--- src/rtl/led_fader.sv ---
// PWM LED fader: each channel's brightness ramps linearly toward its commanded
// on/off state, and the registered led outputs are PWM-modulated by that level.
module led_fader #(
    parameter int CHANNELS  = 4,
    parameter int PWM_BITS  = 8,
    parameter int STEP_LOG2 = 12
) (
    input  logic                         clk,
    input  logic                         resetn,
    input  logic                         enable,
    input  logic [CHANNELS-1:0]          target,
    output logic [CHANNELS-1:0]          led,
    output logic [CHANNELS*PWM_BITS-1:0] level,
    output logic                         settled
);

    // A zero-width prescaler is not legal; keep one dummy bit when STEP_LOG2 = 0.
    localparam int PRE_W = (STEP_LOG2 > 0) ? STEP_LOG2 : 1;
    localparam logic [PWM_BITS-1:0] MAX_LEVEL  = '1;
    localparam logic [PWM_BITS-1:0] ZERO_LEVEL = '0;

    logic [PWM_BITS-1:0]                pwm_cnt_q, pwm_cnt_d;
    logic [PRE_W-1:0]                   prescaler_q, prescaler_d;
    logic [CHANNELS-1:0]                t_q, t_d;
    logic [CHANNELS-1:0][PWM_BITS-1:0]  level_q, level_d;
    logic [CHANNELS-1:0]                led_q, led_d;
    logic                               settled_q, settled_d;
    logic                               tick_s;

    // Next-state logic for counters, ramps, PWM compare and the settled flag.
    always_comb begin
        pwm_cnt_d = pwm_cnt_q + PWM_BITS'(1);

        if (enable) begin
            prescaler_d = prescaler_q + PRE_W'(1);
        end else begin
            prescaler_d = prescaler_q;
        end

        if (STEP_LOG2 == 0) begin
            tick_s = 1'b1;
        end else begin
            tick_s = &prescaler_q;
        end

        t_d       = target;
        settled_d = 1'b1;
        led_d     = '0;
        level_d   = level_q;

        for (int i = 0; i < CHANNELS; i++) begin
            // Direction comes from the registered target, so a tick coinciding
            // with a target change still steps the old way.
            if (enable && tick_s) begin
                if (t_q[i] && (level_q[i] != MAX_LEVEL)) begin
                    level_d[i] = level_q[i] + PWM_BITS'(1);
                end else if (!t_q[i] && (level_q[i] != ZERO_LEVEL)) begin
                    level_d[i] = level_q[i] - PWM_BITS'(1);
                end else begin
                    level_d[i] = level_q[i];
                end
            end else begin
                level_d[i] = level_q[i];
            end

            // MAX is special-cased so full brightness never blinks off at pwm_cnt = MAX.
            led_d[i] = enable & ((level_q[i] == MAX_LEVEL) | (level_q[i] > pwm_cnt_q));

            settled_d = settled_d &
                        (t_q[i] ? (level_q[i] == MAX_LEVEL) : (level_q[i] == ZERO_LEVEL));
        end
    end

    // State registers; reset clears everything immediately, with no fade-out.
    always_ff @(posedge clk or negedge resetn) begin
        if (!resetn) begin
            pwm_cnt_q   <= '0;
            prescaler_q <= '0;
            t_q         <= '0;
            level_q     <= '0;
            led_q       <= '0;
            settled_q   <= 1'b1;
        end else begin
            pwm_cnt_q   <= pwm_cnt_d;
            prescaler_q <= prescaler_d;
            t_q         <= t_d;
            level_q     <= level_d;
            led_q       <= led_d;
            settled_q   <= settled_d;
        end
    end

    assign led     = led_q;
    assign level   = level_q;
    assign settled = settled_q;

endmodule

--- config.mk ---
export PLATFORM = sky130hd
export DESIGN_NAME = led_fader
export DESIGN_NICKNAME = d
export VERILOG_FILES = /design/src/rtl/led_fader.sv
export SDC_FILE = /design/constraint.sdc
export NUM_CORES = 1
export LEC_CHECK = 0
export ABC_CLOCK_PERIOD_IN_PS = 7900
export CORE_MARGIN = 3
export CORE_UTILIZATION = 57
export CTS_CLUSTER_SIZE = 25
export DETAILED_ROUTE_END_ITERATION = 8
export PLACE_DENSITY = 0.76
export SYNTH_ARGS = -nofsm -noshare
export SYNTH_HDL_FRONTEND = slang
export SYNTH_SLANG_ARGS = --single-unit
--- constraint.sdc ---
create_clock -name clk -period 7.9 [get_ports clk]
set_clock_uncertainty 0.2 [all_clocks]
set_input_delay 1.975 -clock clk [delete_from_list [all_inputs] [get_ports clk]]
set_output_delay 1.975 -clock clk [all_outputs]
set_load 0.02 [all_outputs]
---- Word-level counts from Yosys, hierarchy flattened ----
Index checks and enable logic that the tools add are counted.
word-level totals
  memory bits (read-only) ................. 0
  RAM bits ................................ 0
  output and inout port bits .............. 37
  register bits after elaboration ......... 61
  logic and storage cells ................. 84
  memories kept ........................... 0
  bits in latches ......................... 0
operators by class
  multiplexer cells ....................... 12
  $mul .................................... 0
  reduce and logical (&&, ||, !) cells .... 30
  shift operators ......................... 0
  equal/unequal tests ..................... 8
  add/subtract/negate cells ............... 10
  bitwise logic cells ..................... 11
  magnitude comparators ................... 4
  div/mod/pow operators ................... 0
operators by type and width
  cell                                                                 number
  8-bit two-way mux                                                    8
  8-bit by 1-bit adder with 8-bit output (second input constant)       5
  8-bit equality test (second input constant)                          4
  8-bit > comparator                                                   4
  8-bit logical NOT                                                    4
  8-bit != test (second input constant)                                4
  8-bit nonzero test                                                   4
  8-bit by 1-bit subtractor with 8-bit output (second input constant)  4
  12-bit by 1-bit adder with 12-bit output (second input constant)     1
  12-bit AND reduction                                                 1
  1-bit logical AND                                                    9
  2-bit AND reduction                                                  4
  2-bit nonzero test                                                   4
  1-bit bitwise AND                                                    7
  1-bit logical NOT                                                    4
  1-bit two-way mux                                                    4
  1-bit bitwise OR                                                     4

---- Depth between registers and ports, before layout ----
Gate-level depths: netlist of run 1.
  depth in word-level cells ............... 5
  gate-level depth with buffers ........... 10
  gate-level depth less buffers ........... 10

---- Worst setup path after synthesis of run 1 ----
Ideal clock, no wire load.
  path kind ............................... input port to flip-flop
  start point ............................. input port enable
  end point ............................... register level_q (netlist bit level[18])
  stages on the path ...................... 6
  required time ........................... 7.575 ns
  arrival ................................. 3.310 ns
  path buffers ............................ 2
  slack ................................... 4.265 ns
  cells stage by stage .................... buf_6 nand4_4 nor4_4 o211a_1 buf_6 mux2_2
on the way
  word-level cells in the longest chain between the ends .. 2
ends and longest elaborated chain
  item                           line  source
  start, declared                10    input logic enable,
  1-bit logical AND              54    if (enable && tick_s) begin
  2-bit AND reduction (no line)  -
  end signal, assigned           87    level_q <= level_d;
  end, declared                  25    logic [CHANNELS-1:0][PWM_BITS-1:0] level_q, level_d;
No other way between the ends.
A chain may end at the register's enable or synchronous reset.

---- Final worst setup path of run 1 ----
  start point ............................. input port enable
  end point ............................... register level_q (netlist bit level[20])
The elaborated chain is that of the path after synthesis.

==> out/results.ini, run 1 <==
[outcome]
outcome=complete, no violations

[global_routing]
first_global_vias=3336
antenna_found_initial=0
grt_pass1_wl_mm=15.6
grt_max_degree=62
grt-ovfl-total=0
grt_usage_pct=22.6

[sta]
fin_crit_ps=4320
final_hold_viol_count=0
tightest_slew_ps=754
slew_violations=0
rsz0062_at_grt=no
relSlewSlack_pct=49.7
fmax_mhz=231
setup_viol=0
fin_crit_sh_pct=54.7
tns_ps=0

[setup_path]
cp.arrival_ps=4360
slowest_delay_ps=760
slowest_stage=clkdlybuf4s50_1
worstPathRequired_ps=7930
critPathCaptureType=register
crit_type=input pin to register
crit_path_start_kind=input pin
worstPathCellList=clkdlybuf4s50_1, nand4_4, nor4_4, o211a_1, mux2_2
path_max_fanout=9
worst_path_dominant_cell_family=simple AND/OR/NAND/NOR gates
path_buf_inv=1

[yosys]
netlist_area_mm2=0.00432
yosys_register_bits=61
yosysTopAreaCell=dfrtp_1
netlist.area_leader.share_pct=34.8
yosysUniqueCellTypes=41
ys.flop_type=dfrtp_1
synth.net_count=480
syn_area_per_cell_um2=10.6
synthCells=409
async_flop_share_pct=100
seq_area_frac_synth_pct=35.4
synth_edf_count=0
ys_top_cells_by_area=dfrtp_1 35%, ha_1 17%, mux2_2 5.7%
ys_warn_count=0

[floorplan]
die_h_um=93.0
num_rows=31
die_w_um=93.0
core_area_mm2=0.00729
start_util_pct=59.2
pin_count=44
dieArea_mm2=0.00865

[finish]
nets=533
syn_to_final_growth_pct=17.9
final_core_util_pct=69.8
insertedDiodeCount=0
drive_gt1_share_pct=10.9
nFillCells=585

[clock_network]
cts_tree=done
cts_root_buf=clkbuf_8
cts.path.max_buffers=2
cts_made_buffers=9
cts_sinks=61
postCtsSetupBuffers=0
cts_max_level=3
cts_hold_buf=0
clkSlewWorstSetupHoldPaths_ps=70
cts_resized=0
clk_latency_ps=340

[detailed_routing]
drtPass1Iterations=4
vias=3279
ant_nets=0
first_iter_violations=94
drc=0
vias_per_cell=5.79
wl_met3_um=339
wl_per_cell_um=15.6
wl_met1_mm=4.10
top_layer=met4
wl_met2_mm=4.35
drt-total-wl_mm=8.85

[power]
p_leak_nw=2.43
power_mw=0.764
ir_worst_vdd_uv=89.0
power_density_mw_per_mm2=150

[placed_design]
port-buffer-count=43
dp_hpwl_mm=6.62
routabilityCongestion=0.885

[hold_path]
hold_path.class=register to register

[run]
drv_cap=0

-- cell type report --
class                   count  area (um^2)  area share, %
repair buffers             44          433           8.50
clock inverters             4         95.1           1.87
multi-input cells         322         2680           52.6
well taps                  99          124           2.43
clock buffers              12          145           2.85
inverters                  24         90.1           1.77
flip-flops and latches     61         1530           30.0
-- cell usage in the layout (no fill, tap or decap), types with 13 or more instances in the layout --
cell	instances
ha_1	60
dfrtp_1	60
clkdlybuf4s50_1	42
nand2_1	29
a21oi_1	26
xnor2_1	25
inv_1	24
mux2_2	22
xor2_1	18
nor2_1	14
a21o_1	13
-- kinds of logic after synthesis --
group / after synthesis / synth area share, %
buffers and inverters: 26 / 2.61
flip-flops: 61 / 35.4
XOR/XNOR: 43 / 8.72
AND/OR/NAND/NOR: 101 / 13.3
adder cells (fa/ha/maj): 64 / 19.2
AO/OA/AOI/OAI: 87 / 13.8
multiplexers: 27 / 6.93
-- routing by layer --
layer  track usage, %  up-vias
met5                0        -
met4             5.74        0
met3             7.16        7
met2             37.2       57
met1             29.1     1610
li1                 -     1605
-- cells in the mapped netlist, types with 3 or more instances --
cell / n
mux2_2: 22
a21oi_1: 26
fa_1: 4
xnor2_1: 25
nand2_1: 29
o21ai_0: 12
nand3_1: 10
nand3b_1: 4
o211ai_1: 3
xor2_1: 18
nor4_1: 9
nand4_1: 12
mux2i_1: 4
a211oi_4: 3
or2_2: 4
inv_1: 24
o21bai_1: 3
ha_1: 60
a21o_1: 13
and4_1: 8
o31ai_1: 4
nor2b_1: 5
a31oi_1: 5
o21a_1: 12
nor2_1: 14
dfrtp_1: 60
-- flip-flops by register name (all words and copies together) (netlist names) --
signal,flops
led,4
prescaler_q,12
pwm_cnt_q,8
level,32
settled,1
t_q,4
-- worst paths after layout --
kind / startpoint / to / slack, ps / cells after the start
worst max-delay path: enable / level[20] / 3580 / 5
min in group asynchronous: resetn / prescaler_q[8] / 1590 / 2
max in group asynchronous: resetn / level[12] / 5410 / 2
worst min register to register: pwm_cnt_q[7] / pwm_cnt_q[7] / 270 / 1
worst max register to register: level[21] / level[22] / 5000 / 10
worst min-delay path: pwm_cnt_q[7] / pwm_cnt_q[7] / 270 / 1
-- power breakdown --
part           internal [mW]  switching [mW]  leakage, nW  total (mW)
sequential             0.331          0.0238        0.787       0.355
clock                  0.218           0.122        0.121       0.340
combinational         0.0334          0.0363         1.52      0.0698
total                  0.582           0.182         2.43       0.764
-- through the flow --
stage	hold WS (ps)	area [um^2]	instances	setup WS [ps]
5_1_grt	297	5090	566	3480
3_3_place_gp	259	4850	550	3300
4_1_cts	276	5090	566	3580
3_5_place_dp	266	4850	550	3230
2_1_floorplan	245	4320	409	4260
6_report	268	5090	566	3580
Note: power is estimated with default switching activity, not from simulation.
==> run 2, diff against run 1 <==
- ABC_CLOCK_PERIOD_IN_PS: 7900 -> 3640
- CORE_UTILIZATION: 57 -> 52
- PLACE_DENSITY: 0.76 -> 0.73
- clock period: 7.9 -> 3.64 ns (I/O delays scaled with it)
==> run 2 against run 1 <==
Effect of this change: die area increased by 9.0%; utilization decreased by 5.0 points; worst hold slack improved by 16 ps; sequential power increased by 120%; clock-buffer cell count unchanged; via count decreased by 0.58%; setup slack got worse by 2900 ps; combinational power increased by 120%; wire length increased by 7.0%; sequential share of layout area decreased by 0.11 points; critical endpoint is now level[22].
==> out/results.ini, run 2 (synthesized netlist as in run 1, its figures left out) <==
[outcome]
outcome=complete, no violations

[sta]
rsz0062_at_grt=no
slew_violations=0
fin_crit_sh_pct=81.2
tns_ps=0
tightest_slew_ps=1000
fmax_mhz=338
relSlewSlack_pct=33.1
fin_crit_ps=2960
setup_viol=0
final_hold_viol_count=0

[finish]
syn_to_final_growth_pct=18.4
instances_no_fill=571
nets=536
final_core_util_pct=64.8
largest_reg_flops=32
drive_gt1_share_pct=11.7
seq_area_mm2=0.00153
nFillCells=658
multi_input_area_mm2=0.00268
insertedDiodeCount=0
layout_common_cells=60 x ha_1, 60 x dfrtp_1, 42 x clkdlybuf4s50_1, 29 x nand2_1, 26 x a21oi_1

[setup_path]
reg2reg_depth=10
path_max_fanout=8
worstPathCellList=nand4_1, or2_2, nand2_1, inv_1, fa_1, nand3b_1, a21boi_0, o21a_1, o21ai_0, a31o_1
slowest_stage=dfrtp_1
slowest_delay_ps=470
cp.arrival_ps=2990
crit_path_start_kind=register
crit_type=register to register
worst_path_dominant_cell_family=simple AND/OR/NAND/NOR gates
path_buf_inv=1
critPathCaptureType=register
cp.depth=10
worstPathRequired_ps=3680

[detailed_routing]
vias_per_cell=5.71
vias=3260
drtPass1Iterations=4
wl_per_cell_um=16.6
first_iter_violations=76
ant_nets=0
drc=0
drt-total-wl_mm=9.47

[power]
p_leak_nw=2.44
ir_worst_vdd_uv=170
power_density_mw_per_mm2=319
power_mw=1.63

[clock_network]
cts_made_buffers=9
postCtsSetupBuffers=0
clkSlewWorstSetupHoldPaths_ps=70
cts_max_level=3
cts_root_buf=clkbuf_8
clk_latency_ps=350
cts_hold_buf=0
cts.path.max_buffers=2
cts_tree=done
cts_resized=0
cts_sinks=61

[global_routing]
first_global_vias=3433
grt_pass1_wl_mm=16.5
antenna_found_initial=0
grt-ovfl-total=0
grt_usage_pct=21.4
grt_max_degree=46

[run]
drv_cap=0

[floorplan]
pin_count=44
num_rows=32
core_area_mm2=0.00789
dieArea_mm2=0.00943
die_h_um=97.1
start_util_pct=54.7
die_w_um=97.1

[placed_design]
dp_cells=556
dp_hpwl_mm=7.10
routabilityCongestion=0.823
port-buffer-count=43

[hold_path]
whs_path_depth=1
hold_path.class=register to register

[run 2: metal layers]
metal	track usage [%]	wire (um)	vias up
met4	4.54	98	0
li1	-	-	1609
met2	35.9	4690	47
met3	5.60	297	9
met5	0	0	-
met1	28.0	4380	1595
[run 2: final timing paths]
check                              from      endpoint  slack (ps)
max                           level[21]     level[22]         680
min                        pwm_cnt_q[7]  pwm_cnt_q[7]         280
max reg2reg                   level[21]     level[22]         680
min reg2reg                pwm_cnt_q[7]  pwm_cnt_q[7]         280
max in group asynchronous        resetn  pwm_cnt_q[0]        1930
min in group asynchronous        resetn        t_q[0]         520
[run 2: worst register-to-register path, cell delays in order, from the launching register on]
cell and delay [ps]:
dfrtp_1 470, nand4_1 140, or2_2 360, nand2_1 270
inv_1 100, fa_1 410, nand3b_1 210, a21boi_0 240
o21a_1 160, o21ai_0 100, a31o_1 190
[run 2: area by class of cell]
cell class / instances / share of cell area (%)
inverters: 24 / 1.76
clock buffers: 12 / 3.23
multi-input cells: 322 / 52.4
flip-flops and latches: 61 / 29.9
repair buffers: 47 / 8.91
well taps: 102 / 2.50
clock inverters: 3 / 1.32
[run 2: per-stage QoR]
| step | instance area, um^2 | hold slack (ps) | setup slack [ps] |
|---|---|---|---|
| floorplan | 4320 | 245 | 936 |
| global placement | 4880 | 260 | 623 |
| detailed placement | 4880 | 266 | 577 |
| CTS | 5110 | 282 | 691 |
| global route | 5110 | 293 | 458 |
| finish | 5110 | 283 | 683 |
[run 2: power by group]
| part | internal (mW) | leakage [nW] | switching (mW) |
|---|---|---|---|
| Combinational | 0.0738 | 1.53 | 0.0833 |
| Clock | 0.438 | 0.115 | 0.263 |
| Sequential | 0.718 | 0.787 | 0.0521 |
| Total | 1.23 | 2.44 | 0.399 |
